`src/rtl/lc3b_fetch.sv`:
```
// LC-3b instruction-fetch stage: owns the PC, runs the memory read handshake and
// strobes each fetched word into the IR. Redirects arriving mid-fetch are deferred.
module lc3b_fetch #(
  parameter logic [15:0] RESET_PC = 16'h0000
) (
  input  logic        clk,
  input  logic        reset_n,
  input  logic        start,
  input  logic        pc_load,
  input  logic [15:0] pc_in,
  output logic        mem_read,
  output logic [15:0] mem_address,
  input  logic [15:0] mem_rdata,
  input  logic        mem_resp,
  output logic        ir_load,
  output logic [15:0] instr,
  output logic [15:0] fetch_pc,
  output logic [15:0] pc,
  output logic        busy
);

  typedef enum logic [1:0] {
    IDLE = 2'd0,
    REQ  = 2'd1,
    DONE = 2'd2
  } state_t;

  state_t      state_q, state_d;
  logic [15:0] pc_q, pc_d;
  logic        pend_q, pend_d;
  logic [15:0] pend_pc_q, pend_pc_d;
  logic [15:0] instr_q, instr_d;
  logic [15:0] fetch_pc_q, fetch_pc_d;

  // Control outputs decode straight from the state register so reset drops them at once.
  assign mem_read    = (state_q == REQ);
  assign ir_load     = (state_q == DONE);
  assign busy        = (state_q != IDLE);
  assign mem_address = {pc_q[15:1], 1'b0};
  assign instr       = instr_q;
  assign fetch_pc    = fetch_pc_q;
  assign pc          = pc_q;

  // State and datapath registers.
  always_ff @(posedge clk or negedge reset_n) begin
    if (!reset_n) begin
      state_q    <= IDLE;
      pc_q       <= RESET_PC;
      pend_q     <= 1'b0;
      pend_pc_q  <= 16'h0000;
      instr_q    <= 16'h0000;
      fetch_pc_q <= 16'h0000;
    end else begin
      state_q    <= state_d;
      pc_q       <= pc_d;
      pend_q     <= pend_d;
      pend_pc_q  <= pend_pc_d;
      instr_q    <= instr_d;
      fetch_pc_q <= fetch_pc_d;
    end
  end

  // Next-state and next-PC logic.
  always_comb begin
    state_d    = state_q;
    pc_d       = pc_q;
    pend_d     = pend_q;
    pend_pc_d  = pend_pc_q;
    instr_d    = instr_q;
    fetch_pc_d = fetch_pc_q;
    case (state_q)
      IDLE: begin
        if (pc_load) begin
          pc_d = pc_in;
        end else begin
          pc_d = pc_q;
        end
        if (start) begin
          state_d = REQ;
        end else begin
          state_d = IDLE;
        end
      end
      REQ: begin
        // The outstanding read keeps its address; a redirect waits for DONE.
        if (pc_load) begin
          pend_d    = 1'b1;
          pend_pc_d = pc_in;
        end else begin
          pend_d    = pend_q;
        end
        if (mem_resp) begin
          instr_d    = mem_rdata;
          fetch_pc_d = mem_address;
          state_d    = DONE;
        end else begin
          state_d    = REQ;
        end
      end
      DONE: begin
        if (pc_load) begin
          pc_d = pc_in;
        end else if (pend_q) begin
          pc_d = pend_pc_q;
        end else begin
          pc_d = pc_q + 16'd2;
        end
        pend_d  = 1'b0;
        state_d = IDLE;
      end
      default: begin
        state_d = IDLE;
      end
    endcase
  end

endmodule

```
`config.mk`:
```
export PLATFORM = sky130hd
export DESIGN_NAME = lc3b_fetch
export DESIGN_NICKNAME = d
export VERILOG_FILES = /design/src/rtl/lc3b_fetch.sv
export SDC_FILE = /design/constraint.sdc
export NUM_CORES = 1
export LEC_CHECK = 0
export BUFFER_PORTS_ARGS = -buffer_cell sky130_fd_sc_hd__buf_2
export CAP_MARGIN = 5
export CORE_MARGIN = 4
export CORE_UTILIZATION = 50
export CTS_CLUSTER_DIAMETER = 40
export DETAILED_ROUTE_END_ITERATION = 7
export PLACE_DENSITY = 0.83
export REMOVE_ABC_BUFFERS = 1
export SLEW_MARGIN = 30
export SYNTH_ARGS = -nofsm -noshare
export SYNTH_HDL_FRONTEND = slang
export SYNTH_SLANG_ARGS = --single-unit
```
`constraint.sdc`:
```
create_clock -name clk -period 3.02 [get_ports clk]
set_input_delay 0.453 -clock clk [delete_from_list [all_inputs] [get_ports clk]]
set_output_delay 0.453 -clock clk [all_outputs]
set_load 0.02 [all_outputs]
```
=== Word-level counts from Yosys, hierarchy flattened ===
Cells that the tools add are included.

* Flip-flop bits (word level): 66
* Latch bits: 0
* Bits in writable memories: 0
* Memory bits (read-only): 0
* Input bits: 37
* Output and inout port bits: 67
* Word-level logic and storage cells: 28
* Memories: 0

* $add $sub $neg: 1
* Multiply operators: 0
* Divide/modulo/power cells: 0
* Order comparisons: 0
* Eq/ne operators: 4
* Shift operators: 0
* Muxes and demuxes: 9
* Bitwise operators: 0
* Reduce and logical (&&, ||, !) cells: 8

{| class="wikitable"
|+ Operators with widths
! cell !! count
|-
| 16-bit 2-to-1 mux || 3
|-
| 16-bit one-hot mux with 2 select lines || 1
|-
| 16-bit by 2-bit adder with 16-bit output, second input constant || 1
|-
| 2-bit AND reduction || 4
|-
| 2-bit nonzero test || 3
|-
| 2-bit != test, second input constant || 2
|-
| 2-bit one-hot mux with 2 select lines || 1
|-
| 2-bit by 1-bit equality test with 1-bit output, second input constant || 1
|-
| 2-bit equality test, second input constant || 1
|-
| 2-bit zero test || 1
|-
| 1-bit 2-to-1 mux || 2
|-
| 2-bit 2-to-1 mux || 1
|-
| 1-bit one-hot mux with 2 select lines || 1
|}

=== Depth between registers and ports, before layout ===
* Depth after elaboration: 4
* Depth in mapped cells: 6
* Mapped depth without buffers: 5

=== Worst setup path before layout ===
Ideal clock, no wire load.

* Path type: flip-flop to flip-flop
* From: register pc_q[1], in the netlist pc[1]
* To: register pc_q[11], in the netlist pc[11]
* Library setup time: 0.132 ns
* Arrival time: 1.611 ns
* Data required time: 2.888 ns
* Slack: 1.277 ns
* Cell stages (with the launch flop): 6
* Buffers on the path: 0
* Clock period less this slack: 1.743 ns
* Cells stage by stage: dfrtp_1 -> ha_1 -> nand4_1 -> o31a_1 -> o311ai_1 -> a21oi_1

* Longest elaborated chain between the ends: 4

{| class="wikitable"
|+ Ends and longest elaborated chain
! what !! line !! source
|-
| start: declaration || 29 || <nowiki>logic [15:0] pc_q, pc_d;</nowiki>
|-
| start signal: assignment || 55 || <nowiki>pc_q <= pc_d;</nowiki>
|-
| 16-bit by 2-bit adder with 16-bit output || 106 || <nowiki>pc_d = pc_q + 16'd2;</nowiki>
|-
| 16-bit 2-to-1 mux || 103 || <nowiki>end else if (pend_q) begin</nowiki>
|-
| 16-bit 2-to-1 mux || 101 || <nowiki>if (pc_load) begin</nowiki>
|-
| 16-bit one-hot mux with 2 select lines || 71 || <nowiki>case (state_q)</nowiki>
|}

Every way passes these cells.
A chain may end at the register's enable or synchronous reset.

=== Final worst setup path ===
* From: register state_q[0]
* To: register instr_q[12], in the netlist instr[12]

* Longest elaborated chain between the ends: 2

{| class="wikitable"
|+ Ends and longest elaborated chain
! what !! line !! source
|-
| start: declaration || 28 || <nowiki>state_t state_q, state_d;</nowiki>
|-
| start signal: assignment || 54 || <nowiki>state_q <= state_d;</nowiki>
|-
| 2-bit by 1-bit equality test with 1-bit output || 71 ||
|-
| 2-bit AND reduction (no line) || - ||
|-
| end signal: assignment || 58 || <nowiki>instr_q <= instr_d;</nowiki>
|-
| end: declaration || 32 || <nowiki>logic [15:0] instr_q, instr_d;</nowiki>
|}

Every way passes these cells.

==> impl_metrics.json <==
{
  "crit_type": "reg -> reg",
  "synth_edf_count": 0,
  "layout_common_cells": "101 x buf_2, 66 x dfrtp_1, 27 x mux2_1",
  "routedWlPerCell_um": 16.3,
  "viasPerCell": 5.55,
  "yosys.area.top_type": "dfrtp_1",
  "grt_usage_pct": 20.3,
  "placed_cell_area_mm2": 0.00368,
  "synthCells": 298,
  "relSlewSlack_pct": 40.5,
  "cts_tree": "yes",
  "ff2ff_path_depth": 3,
  "rsz0062_at_grt": "false",
  "io_pins": 104,
  "start_util_pct": 51.3,
  "crit_required_ns": 3.24,
  "start_kind": "register",
  "worst_pin_slew_ns": 0.890,
  "crit_end": "instr[12]$_DFFE_PN0P_",
  "finish.net_count": 418,
  "avgSynthCellArea_um2": 10.9,
  "ant_nets": 0,
  "clk_latency_ns": 0.34,
  "drt_iter0_drc": 224,
  "cts_resized": 0,
  "status": "completed",
  "cts_setup_buffers": 0,
  "layout_commonest_cell": "buf_2",
  "hold_viol": 0,
  "switching_share_pct": 43.1,
  "clkPwrFrac_pct": 18.0,
  "antenna_cells": 0,
  "first_pass_iters": 4,
  "regToRegEndpoint": "instr[12]$_DFFE_PN0P_",
  "fin_crit_sh_pct": 66.8,
  "dieArea_mm2": 0.00787,
  "worst_clock_skew_ns": 0.00796,
  "cts_root_buf": "clkbuf_8",
  "syn_to_final_growth_pct": 19.7,
  "clk_pin_slew_ns": 0.07,
  "max_freq_ghz": 0.496,
  "die_h_um": 88.7,
  "layout_min_cycle_time_ns": 2.02,
  "p_seq_share_pct": 38.2,
  "maxSlewViolCount": 0,
  "p_int_mw": 2.60,
  "placementRows": 29,
  "reg2reg_from": "state_q[0]$_DFF_PN0_",
  "crit_fanout": 35,
  "multi_input_area_mm2": 0.00138,
  "ir_drop_v": 0.000636,
  "cts_buffer_depth": 2,
  "yosysWarnings": 0,
  "final.setup.tns_ns": 0,
  "synthArstFlopShare_pct": 100,
  "fp.coreArea_mm2": 0.00635,
  "fill_cells": 551,
  "critPathArrivalTime_ns": 2.23,
  "clock-sinks": 66,
  "dp_hpwl_mm": 5.20,
  "power_density_mw_per_mm2": 1170,
  "grt_max_degree": 38,
  "syn_area_mm2": 0.00326,
  "antenna_found_initial": 0,
  "grt_pass1_vias": 2476,
  "cp-end-kind": "register",
  "grt_pass1_wl_mm": 12.3,
  "synth_seq_cells": 66,
  "drt-total-wl_mm": 7.52,
  "synth_seq_area_share_pct": 50.7,
  "hold_class": "in -> async",
  "cts_max_level": 3,
  "register_area_mm2": 0.00165,
  "p_leak_nw": 1.81,
  "cap_violations": 0,
  "combPwrFrac_pct": 43.8,
  "synth_top_area_share_pct": 50.7,
  "route.detailed.drc": 0,
  "drive_gt1_share_pct": 37.4,
  "gp_congestion": 0.827,
  "ctsHoldBuffers": 0,
  "crit_start": "state_q[0]$_DFF_PN0_",
  "rrSetupSlack_ns": 1.00,
  "finalInstanceArea_mm2": 0.00390,
  "overflow": 0,
  "die_w_um": 88.7,
  "port_buffers": 101,
  "p_switching_mw": 1.97,
  "num_vias": 2562,
  "synthTopCellsByArea": "dfrtp_1 51%, mux2_1 9.3%, mux2_2 5.9%",
  "ys_types": 47,
  "finalSetupViolations": 0,
  "synth_flop_cell": "dfrtp_1",
  "numCtsBuffers": 9
}
## how the worst min path moves through the flow
stage | startpoint | endpoint | slack [ns] | cells past startpoint
after floorplan | reset_n | fetch_pc[10]$_DFFE_PN0P_ | 0.16 | 0
after global placement | fetch_pc[10]$_DFFE_PN0P_ | fetch_pc[10]$_DFFE_PN0P_ | 0.46 | 2
after detailed placement | fetch_pc[12]$_DFFE_PN0P_ | fetch_pc[12]$_DFFE_PN0P_ | 0.47 | 2
after CTS | reset_n | instr[5]$_DFFE_PN0P_ | 0.24 | 1
after global routing | reset_n | instr[9]$_DFFE_PN0P_ | 0.28 | 1
final | reset_n | instr[9]$_DFFE_PN0P_ | 0.23 | 1
## registers in the layout, indices dropped and copies added, names as in the netlist
name	flops
instr	16
pc	16
pend_pc_q	16
fetch_pc	15
state_q	2
pend_q	1
## power by group through the flow
stage,logic [mW],registers [mW],clock network [mW]
finish,2.00,1.75,0.820
global route,2.20,1.83,0.871
CTS,2.02,1.75,0.834
detailed placement,2.01,1.76,0
global placement,1.95,1.73,0
floorplan,0.815,2.20,0
## cell families (layout without fill, tap and decap cells)
| kind of cell | after synthesis | after routing | share of synthesized area (%) |
|---|---|---|---|
| buffers and inverters | 41 | 127 | 7.14 |
| AO/OA/AOI/OAI | 59 | 59 | 11.0 |
| other | 1 | 2 | 0.115 |
| flip-flops | 66 | 66 | 50.7 |
| AND/OR/NAND/NOR | 79 | 79 | 13.5 |
| adder cells (fa/ha/maj) | 1 | 1 | 0.384 |
| XOR/XNOR | 4 | 4 | 1.07 |
| multiplexers | 47 | 47 | 16.1 |
## cell usage after synthesis (2+ instances only)
library cell  instances
or3_1                 5
inv_1                 7
a31oi_1               3
nor4_1                3
xnor2_1               4
dfrtp_1              66
and3_1                2
nor2_1               12
o31ai_1               4
o21a_1                2
o21ai_0              11
mux2_2               17
nand3_1               5
nand4_1               3
nand2_2               2
buf_4                18
o211ai_1              2
nor3_1                7
nand2_1              16
nand2b_1             12
mux2i_1               3
nor3b_1               2
clkbuf_1              7
nor4_2                2
o31a_1                3
mux2_1               27
o22ai_1               3
o21ai_1               2
buf_2                 9
a21oi_1              22
## final cells by class
class,count,area share (%)
Clock inverter,5,1.99
Tap cell,77,2.47
Timing Repair Buffer,104,13.5
Clock buffer,11,3.63
Multi-Input combinational cell,192,35.4
Inverter,7,0.674
Sequential cell,66,42.3
## metal layers
layer  vias up  global-route usage (%)  wire, um
li1       1204                       -         -
met1      1219                    26.9      3150
met2       126                    32.5      3570
met3        13                    4.47       675
met4         0                    7.55       120
met5         -                       0         0
## worst max-delay path, stage by stage (launching register included)
cell and delay, ns:
dfrtp_1 0.63, and2b_1 0.26, nand2_2 0.48, mux2_1 0.51
## through the flow
stage               setup WS [ns]  instances  hold WS (ns)  power, mW  utilization [%]
floorplan                    1.14        265         0.157       3.02                -
global placement             1.06        446         0.461       3.68             58.0
detailed placement          0.992        446         0.467       3.77             58.0
CTS                         0.975        462         0.241       4.60             61.4
global route                0.843        462         0.278       4.90             61.4
finish                       1.00        462         0.228       4.57             61.4
No activity file was read; power rests on OpenSTA's default activity.
